File: src/rtl/serial_sub_pkg.sv
// Shared types and defaults for the bit-serial subtractor controller.
package serial_sub_pkg;

  typedef enum logic [1:0] {
    ST_IDLE  = 2'd0,
    ST_SHIFT = 2'd1,
    ST_DONE  = 2'd2
  } state_e;

  localparam int DEFAULT_WIDTH = 8;

endpackage

File: src/rtl/serial_sub_ctrl_fs_cell.sv
// One-bit full subtractor: di = a - b - c (mod 2), bo = borrow out. Purely combinational.
module fs_cell (
  input  logic a,
  input  logic b,
  input  logic c,
  output logic di,
  output logic bo
);

  assign di = a ^ b ^ c;
  assign bo = (~a & (b | c)) | (b & c);

endmodule

File: src/rtl/serial_sub_ctrl.sv
// Bit-serial A - B - borrow_in, LSB first, one bit per clock; start->done latency WIDTH+1.
// start is honoured only in IDLE or DONE, so back-to-back operations need no idle gap.
module serial_sub_ctrl
  import serial_sub_pkg::*;
#(
  parameter int WIDTH = DEFAULT_WIDTH
) (
  input  logic             clk,
  input  logic             rst,
  input  logic             start,
  input  logic [WIDTH-1:0] a,
  input  logic [WIDTH-1:0] b,
  input  logic             borrow_in,
  output logic             busy,
  output logic             done,
  output logic [WIDTH-1:0] diff,
  output logic             borrow_out
);

  localparam int CW = $clog2(WIDTH + 1);

  state_e           state_q, state_d;
  logic [CW-1:0]    cnt_q, cnt_d;
  logic [WIDTH-1:0] a_sr_q, a_sr_d;
  logic [WIDTH-1:0] b_sr_q, b_sr_d;
  logic [WIDTH-1:0] d_sr_q, d_sr_d;
  logic             brw_q, brw_d;
  logic [WIDTH-1:0] diff_q, diff_d;
  logic             bo_q, bo_d;

  logic             cell_di;
  logic             cell_bo;
  logic [WIDTH-1:0] d_shift;
  logic             last_bit;

  fs_cell u_cell (
    .a  (a_sr_q[0]),
    .b  (b_sr_q[0]),
    .c  (brw_q),
    .di (cell_di),
    .bo (cell_bo)
  );

  assign last_bit = (cnt_q == CW'(WIDTH - 1));

  // d_shift is built this way so WIDTH=1 needs no zero-width slice.
  always_comb begin
    d_shift            = d_sr_q >> 1;
    d_shift[WIDTH-1]   = cell_di;
  end

  always_comb begin
    state_d = state_q;
    cnt_d   = cnt_q;
    a_sr_d  = a_sr_q;
    b_sr_d  = b_sr_q;
    d_sr_d  = d_sr_q;
    brw_d   = brw_q;
    diff_d  = diff_q;
    bo_d    = bo_q;

    case (state_q)
      ST_IDLE, ST_DONE: begin
        state_d = ST_IDLE;
        if (start) begin
          a_sr_d  = a;
          b_sr_d  = b;
          brw_d   = borrow_in;
          cnt_d   = '0;
          state_d = ST_SHIFT;
        end
      end
      ST_SHIFT: begin
        a_sr_d = a_sr_q >> 1;
        b_sr_d = b_sr_q >> 1;
        d_sr_d = d_shift;
        brw_d  = cell_bo;
        cnt_d  = cnt_q + CW'(1);
        if (last_bit) begin
          // Result registers take the final bit and borrow on this same edge.
          diff_d  = d_shift;
          bo_d    = cell_bo;
          state_d = ST_DONE;
        end
      end
      default: state_d = ST_IDLE;
    endcase
  end

  always_ff @(posedge clk or posedge rst) begin
    if (rst) begin
      state_q <= ST_IDLE;
      cnt_q   <= '0;
      a_sr_q  <= '0;
      b_sr_q  <= '0;
      d_sr_q  <= '0;
      brw_q   <= 1'b0;
      diff_q  <= '0;
      bo_q    <= 1'b0;
    end else begin
      state_q <= state_d;
      cnt_q   <= cnt_d;
      a_sr_q  <= a_sr_d;
      b_sr_q  <= b_sr_d;
      d_sr_q  <= d_sr_d;
      brw_q   <= brw_d;
      diff_q  <= diff_d;
      bo_q    <= bo_d;
    end
  end

  assign busy       = (state_q == ST_SHIFT);
  assign done       = (state_q == ST_DONE);
  assign diff       = diff_q;
  assign borrow_out = bo_q;

endmodule

File: config.mk
export PLATFORM = sky130hd
export DESIGN_NAME = serial_sub_ctrl
export DESIGN_NICKNAME = d
export VERILOG_FILES = /design/src/rtl/serial_sub_pkg.sv /design/src/rtl/serial_sub_ctrl_fs_cell.sv /design/src/rtl/serial_sub_ctrl.sv
export SDC_FILE = /design/constraint.sdc
export NUM_CORES = 1
export LEC_CHECK = 0
export BUFFER_PORTS_ARGS = -buffer_cell sky130_fd_sc_hd__buf_4
export CORE_ASPECT_RATIO = 2
export CORE_MARGIN = 2
export CORE_UTILIZATION = 42
export CTS_CLUSTER_DIAMETER = 50
export DETAILED_ROUTE_END_ITERATION = 8
export PLACE_DENSITY = 0.72
export SYNTH_ARGS = -nofsm -noshare
export SYNTH_HDL_FRONTEND = slang
export SYNTH_SLANG_ARGS = --single-unit
File: constraint.sdc
create_clock -name clk -period 1.7 [get_ports clk]
set_clock_uncertainty 0.1 [all_clocks]
set_input_delay 0.085 -clock clk [delete_from_list [all_inputs] [get_ports clk]]
set_output_delay 0.085 -clock clk [all_outputs]
set_load 0.03 [all_outputs]
==> results of run 1 <==
## sequential cells by signal, summed over array words and instances, names as in the netlist
register / cells
borrow_out: 1
diff: 8
b_sr_q: 8
cnt_q: 4
brw_q: 1
d_sr_q: 7
state_q: 2
a_sr_q: 8
## metal layers
metal	GRT usage	wire length, µm	up-vias
li1	-	-	526
met1	0.193	1240	565
met5	0	0	-
met2	0.263	1670	28
met3	0.0487	117	9
met4	0.0743	101	0
## layout make-up
class	instances	area, µm²	area share
clock buffers	5	68.8	0.0311
inverters	3	11.3	0.00509
flip-flops and latches	39	976	0.441
well taps	51	63.8	0.0288
clock inverters	3	43.8	0.0198
multi-input cells	68	593	0.268
repair buffers	52	457	0.206
## placed cells by master, fill, tap and decap left out, types with 2 or more instances in the layout
master	count
dfrtp_1	39
nor2b_1	3
mux2i_1	3
dlygate4sd3_1	15
inv_1	3
buf_12	2
nand2_1	3
a21o_1	14
buf_4	34
mux2_2	15
clkbuf_8	5
a22o_1	18
## power breakdown
group          total [mW]  internal [mW]  leakage [nW]  switching (mW)
logic                1.85          0.968         0.571           0.878
registers            1.65           1.38         0.475           0.275
clock network       0.760          0.437        0.0581           0.323
total                4.26           2.78          1.10            1.48
## worst min path at each step
stage                                   to  slack (ns)
floorplan           state_q[0]$_DFFE_PP0P_        0.12
global placement     b_sr_q[2]$_DFFE_PP0P_        0.12
detailed placement   b_sr_q[3]$_DFFE_PP0P_        0.14
CTS                  b_sr_q[5]$_DFFE_PP0P_       0.005
global route         b_sr_q[5]$_DFFE_PP0P_       0.001
finish               b_sr_q[1]$_DFFE_PP0P_       0.003
## through the flow
step	instances	hold WS (ns)
6_report	221	0.00273
4_1_cts	221	0.00471
2_1_floorplan	118	0.118
5_1_grt	221	0.00106
3_3_place_gp	198	0.120
3_5_place_dp	198	0.142
## worst max-delay path, stage by stage (launching register included)
cell,delay [ns]
dfrtp_1,0.38
ha_1,0.20
nand2_1,0.08
nor3b_2,0.21
buf_6,0.18
mux2_2,0.34
## cells by family after synthesis
| family | synth area share |
|---|---|
| adder cells (fa/ha/maj) | 0.0199 |
| buffers and inverters | 0.0420 |
| flip-flops | 0.596 |
| multiplexers | 0.121 |
| AO/OA/AOI/OAI | 0.173 |
| AND/OR/NAND/NOR | 0.0481 |
## timing repair
action                                  4_1_cts  5_1_grt
hold endpoints to repair                     53        0
hold buffers                                 15        0
gates resized for setup                       0        1
endpoints found under the setup margin        0        7
==> metrics.txt, run 1 <==
total gr overflow=0; row count=32; fin crit period=1.62 ns; Yosys top cell area share=0.596; relative slew slack=0.676; Synth Warn #=0; setup TNS=0 ns; final setup fails=0; root buffer cell=clkbuf_8; Main synth FF type=dfrtp_1; DRC Markers=0; worst slack at placement=0.0532 ns; FF-to-FF End=diff[0]$_DFFE_PP0P_; antenna violations before repair=0; Clock transition at path regs=0.08 ns; status=completed; FF-to-FF Start=cnt_q[0]$_DFFE_PP0P_; HP Start=b[1]; fin area=2210 µm²; RSZ-0062 raised after global routing=false; VDD IR max=1.04 mV; critical path class=reg2reg; Max-cap violations=0; Post-Synthesis Cells=118; syn avg cell area=13.9 µm²; mapped cell area=1640 µm²; Max Slew Vio Count=0; Vias per Instance=5.10; I/O Buffers=30; Initial Util=0.431; layout cells sized above 1=0.371; drt total wl=3.12 mm; vias in the first global route=1167; Arr. time, crit path=1.70 ns; drt pass-1 iters=4; Async SR Flop Fraction=1.00; Worst Hold Class=in2reg; worst hold path cell count=3; WL/cell=14.1 µm; CP Capture Type=flop; count leader, synth=dfrtp_1; worst setup path end=diff[0]$_DFFE_PP0P_; Startpoint Class=flop; Worst Setup SP=cnt_q[0]$_DFFE_PP0P_; n_diodes=0; sequential share of the synthesized area=0.596; P&R area growth vs syn=35.1%; routed vias=1128; Yosys cell types=23; postcts setup bufs=0; IO Count=31; ANT nets after route=0; worst-margin pin slew=0.486 ns; top cells by area in the synthesized netlist=dfrtp_1, mux2_2, a22o_1; placed cell areas=1950 µm²; CP required=1.77 ns; EDFF count, synth=0; synth cell count leaders=dfrtp_1, a22o_1, mux2_2; CTS buffer count=5; gpl congestion=0.716; DIE WIDTH=48.2 µm; clk sink count=39; Starting DRT DRC Count=6; CTS Buffer Depth=2; htree depth=2; die area=4450 µm²; final hold viol count=0; Final WS setup=0.0795 ns; pin count of the biggest net entering global routing=40; Mapped Nets=140; flops & latches, synth=39; Max Clk Rate=617 MHz; Final Total Pwr=4.26 mW; crit-path max FO=10; Core Util, Final=0.582; pwr dens=1920 nW/µm²; FILL cells=319; first-pass GRT wire length=5.24 mm; fin nets=191; Tcrit/Tclk final=0.953; Worst-Skew Late Latency=0.29 ns; static leakage=1.10 nW; HPWL after detailed placement=2.20 mm; CTS tree=built; cells on worst reg2reg path=5; die extent in y=92.3 µm; core box area=3800 µm²; GRT Total Usage=0.165; cell taking the most area after synthesis=dfrtp_1; flop2flop setup slack=0.08 ns
No activity file was read; power rests on OpenSTA's default activity.
==> inputs of run 2 (changes only) <==
==> constraint.sdc (replaced) <==
create_clock -name clk -period 2 [get_ports clk]
set_clock_uncertainty 0.1 [all_clocks]
set_input_delay 0.1 -clock clk [delete_from_list [all_inputs] [get_ports clk]]
set_output_delay 0.1 -clock clk [all_outputs]
set_load 0.03 [all_outputs]
==> run 2 against run 1 <==
Net effect:
- combinational power decreased by 18%
- routed wire length shrank 2.1%
- power decreased by 18%
- utilization shrank 3.1 points
- first-iteration DRC count increased to 2.5 times the previous value
- non-clock buffer count down 8
- sequential cell count unchanged
- die area stayed put
- register-to-register slack improved by 0.20 ns
- via count fell by 3.9%
- critical path type unchanged
- largest cell class unchanged
==> metrics.txt, run 2 (synthesis results as in run 1) <==
worst slack at placement=0.275 ns; drt total wl=3.06 mm; antenna violations before repair=0; final hold viol count=0; die extent in y=92.3 µm; die area=4450 µm²; ANT nets after route=0; first-pass GRT wire length=5.11 mm; Final WS setup=0.277 ns; commonest non-fill, non-tap cell in the layout=dfrtp_1; FILL cells=332; placed cell areas=1920 µm²; most frequent cells in the layout=dfrtp_1, buf_4, a22o_1; DRC Markers=0; global routing usage on met1=0.195; Arr. time, crit path=1.80 ns; fin nets=183; pin count of the biggest net entering global routing=40; clk sink count=39; Core Util, Final=0.551; met3 Use GR=0.0429; Worst-Skew Late Latency=0.29 ns; Starting DRT DRC Count=15; n_diodes=0; Max-cap violations=0; status=completed; routed vias=1084; slowest cell on the critical path=dfrtp_1; Tcrit/Tclk final=0.861; RSZ-0062 raised after global routing=false; Worst Hold Class=in2reg; crit-path max FO=10; CTS buffer count=5; GRT Total Usage=0.162; CP required=2.08 ns; Max Clk Rate=580 MHz; fin area=2100 µm²; CTS Buffer Depth=2; htree depth=2; CP Capture Type=flop; WL/cell=14.4 µm; I/O Buffers=30; pwr dens=1670 nW/µm²; slowest stage delay, CP=0.38 ns; vias in the first global route=1102; HPWL after detailed placement=2.24 mm; Post-CTS Resized=0; CTS tree=built; Post-Place Cells=198; most used routing layer=met2; root buffer cell=clkbuf_8; static leakage=1.05 nW; critical path, cell by cell=nor2b_2 > nor3b_2 > buf_4 > mux2_2; P&R area growth vs syn=28.0%; total gr overflow=0; critical path class=reg2reg; GRT met2 Usage=0.258; Startpoint Class=flop; Final Total Pwr=3.50 mW; fin crit period=1.72 ns; WHS=0.00538 ns; Vias per Instance=5.09; row count=32; drt pass-1 iters=3; DIE WIDTH=48.2 µm; setup TNS=0 ns; relative slew slack=0.680; layout cells sized above 1=0.389; VDD IR max=0.810 mV; gpl congestion=0.725; worst-margin pin slew=0.481 ns; IO Count=31; Top Family by Delay on Critical Path=simple AND/OR/NAND/NOR gates; Initial Util=0.431; Max Slew Vio Count=0; final setup fails=0; core box area=3800 µm²; CP bufs+invs=1; Clock transition at path regs=0.07 ns; final non-filler cell total=213
==> run 2: cell count changes in the layout (fill, tap and decap cells not counted), sizes merged <==
cell | previous run | this run
dlygate4sd3 | 15 | 7
clkbuf | 5 | 7
clkinv | 2 | 0
bufinv | 1 | 0
clkinvlp | 0 | 1
==> run 2: timing repair <==
action / 4_1_cts / 5_1_grt
hold endpoints to repair: 45 / 0
setup buffers: 0 / 0
hold buffers: 7 / 0
==> run 2: power by group <==
group	total (mW)	switching [mW]	internal [mW]
clock network	0.576	0.263	0.313
logic	1.52	0.751	0.774
registers	1.40	0.227	1.17
==> run 2: layer usage <==
layer  routed length [µm]  share of wire
met1                 1170           0.38
met2                 1720           0.56
met3                  119          0.039
met4                   44          0.014
met5                    0              0
==> run 2: worst min-delay path, stage by stage <==
cell and delay, ns:
buf_4 0.08, a22o_1 0.11, a21o_1 0.08
==> run 2: cell type report <==
class | count | area, µm² | share of cell area
flip-flops and latches | 39 | 976 | 0.466
multi-input cells | 68 | 593 | 0.283
repair buffers | 44 | 348 | 0.166
clock buffers | 7 | 96.3 | 0.0460
well taps | 51 | 63.8 | 0.0304
inverters | 3 | 11.3 | 0.00537
clock inverters | 1 | 7.51 | 0.00358
==> run 2: path summary, 6_finish.rpt <==
kind	depth (start not counted)	slack, ns	start	to
min in group asynchronous	4	0.39	rst	diff[5]$_DFFE_PP0P_
worst max register to register	4	0.28	state_q[0]$_DFFE_PP0P_	diff[6]$_DFFE_PP0P_
worst min-delay path	3	0.005	a[1]	a_sr_q[1]$_DFFE_PP0P_
worst min register to register	1	0.38	b_sr_q[5]$_DFFE_PP0P_	b_sr_q[5]$_DFFE_PP0P_
worst max-delay path	4	0.28	state_q[0]$_DFFE_PP0P_	diff[6]$_DFFE_PP0P_
max in group asynchronous	4	1.07	rst	state_q[1]$_DFFE_PP0P_
==> inputs of run 3 (changes only) <==
--- a/config.mk
+++ b/config.mk
@@ -5,13 +5,13 @@
 export SDC_FILE = /design/constraint.sdc
 export NUM_CORES = 1
 export LEC_CHECK = 0
-export BUFFER_PORTS_ARGS = -buffer_cell sky130_fd_sc_hd__buf_4
 export CORE_ASPECT_RATIO = 2
 export CORE_MARGIN = 2
 export CORE_UTILIZATION = 42
 export CTS_CLUSTER_DIAMETER = 50
 export DETAILED_ROUTE_END_ITERATION = 8
-export PLACE_DENSITY = 0.72
+export DONT_BUFFER_PORTS = 1
+export PLACE_DENSITY = 0.65
 export SYNTH_ARGS = -nofsm -noshare
 export SYNTH_HDL_FRONTEND = slang
 export SYNTH_SLANG_ARGS = --single-unit
==> run 3 against run 2 <==
Net effect:
- via count decreased by 3.8%
- sequential cell count is the same
- worst setup slack better by 0.10 ns
- die area is the same
- hold slack better by 0.21 ns
- global-route usage rose by 0.054 points
==> metrics.txt, run 3 (synthesis results as in run 1) <==
critical path class=reg2reg; final hold viol count=0; Final Total Pwr=3.41 mW; htree depth=2; Vias per Instance=5.40; area of the multi-input gates=598 µm²; slowest cell on the critical path=dfrtp_1; HPWL after detailed placement=2.12 mm; static leakage=0.967 nW; Worst-Skew Late Latency=0.29 ns; commonest non-fill, non-tap cell in the layout=dfrtp_1; IO Count=31; CTS buffer count=5; gpl congestion=0.700; Tcrit/Tclk final=0.810; final setup fails=0; setup TNS=0 ns; antenna violations before repair=0; core box area=3800 µm²; critical path, cell by cell=ha_1 > nand2_1 > nor3b_2 > buf_4 > mux2_2; die area=4450 µm²; GRT Total Usage=0.162; ANT nets after route=0; pin count of the biggest net entering global routing=40; DIE WIDTH=48.2 µm; I/O Buffers=0; Reg area=976 µm²; slowest stage delay, CP=0.38 ns; CP required=2.07 ns; Clock transition at path regs=0.07 ns; worst-margin pin slew=0.719 ns; fin crit period=1.62 ns; crit-path max FO=10; CP Capture Type=flop; final non-filler cell total=193; total gr overflow=0; DRC Markers=0; root buffer cell=clkbuf_8; CTS Buffer Depth=2; vias in the first global route=1091; Core Util, Final=0.524; Starting DRT DRC Count=10; status=completed; WHS=0.214 ns; P&R area growth vs syn=21.8%; most frequent cells in the layout=dfrtp_1, dlygate4sd3_1, a22o_1; layout cells sized above 1=0.218; WL/cell=15.8 µm; Top Family by Delay on Critical Path=flip-flops; FILL cells=340; n_diodes=0; Max Slew Vio Count=0; drt total wl=3.04 mm; fin nets=163; clk sink count=39; Initial Util=0.431; Worst Hold Class=in2reg; Arr. time, crit path=1.69 ns; relative slew slack=0.520; VDD IR max=1.02 mV; drt pass-1 iters=3; CP bufs+invs=1; Post-Place Cells=166; pwr dens=1710 nW/µm²; Max-cap violations=0; RSZ-0062 raised after global routing=false; Max Clk Rate=617 MHz; Startpoint Class=flop; routed vias=1043; die extent in y=92.3 µm; CTS tree=built; row count=32; first-pass GRT wire length=5.13 mm
==> run 3: path summary, 6_finish.rpt <==
kind                                        from               endpoint  slack (ns)  cells past startpoint
max                         cnt_q[0]$_DFFE_PP0P_    diff[2]$_DFFE_PP0P_        0.38                      5
min                                        start   cnt_q[2]$_DFFE_PP0P_        0.21                      3
max reg2reg                 cnt_q[0]$_DFFE_PP0P_    diff[2]$_DFFE_PP0P_        0.38                      5
min reg2reg                a_sr_q[1]$_DFFE_PP0P_  a_sr_q[1]$_DFFE_PP0P_        0.38                      1
max in group asynchronous                    rst  a_sr_q[7]$_DFFE_PP0P_        1.20                      3
min in group asynchronous                    rst  d_sr_q[5]$_DFFE_PP0P_        0.26                      3
==> run 3: repair_timing <==
action	in CTS	in global routing
resized for setup	0	0
hold buffers	19	0
setup buffers	0	0
endpoints found under the hold margin	58	0
==> run 3: area by class of cell <==
type                    count  share of cell area
inverters                   3             0.00565
repair buffers             24               0.114
well taps                  51              0.0320
flip-flops and latches     39               0.489
clock inverters             2              0.0176
multi-input cells          68               0.300
clock buffers               6              0.0414
==> run 3: stage by stage <==
| step | area, µm² | setup WS (ns) |
|---|---|---|
| 2_1_floorplan | 1640 | 0.523 |
| 3_3_place_gp | 1690 | 0.464 |
| 3_5_place_dp | 1690 | 0.391 |
| 4_1_cts | 1990 | 0.380 |
| 5_1_grt | 1990 | 0.299 |
| 6_report | 1990 | 0.379 |
==> run 3: where the power goes <==
part | total (mW) | switching (mW) | internal, mW
clock | 0.666 | 0.263 | 0.403
sequential | 1.61 | 0.441 | 1.17
combinational | 1.14 | 0.513 | 0.623
total | 3.41 | 1.22 | 2.19
==> run 3: worst reg2reg max path, delay by kind of cell (launching register included) <==
family	cells	cell delay, ns
DFF	1	0.38
muxes	1	0.35
and+or+nand+nor	2	0.27
adders and majority gates	1	0.21
buffers and inverters	1	0.21
==> run 3: metal layers <==
| metal | global-route usage | up-vias | wire length [µm] |
|---|---|---|---|
| li1 | - | 473 | - |
| met2 | 0.254 | 23 | 1670 |
| met4 | 0.0541 | 0 | 47 |
| met5 | 0 | - | 0 |
| met3 | 0.0526 | 5 | 145 |
| met1 | 0.203 | 542 | 1180 |
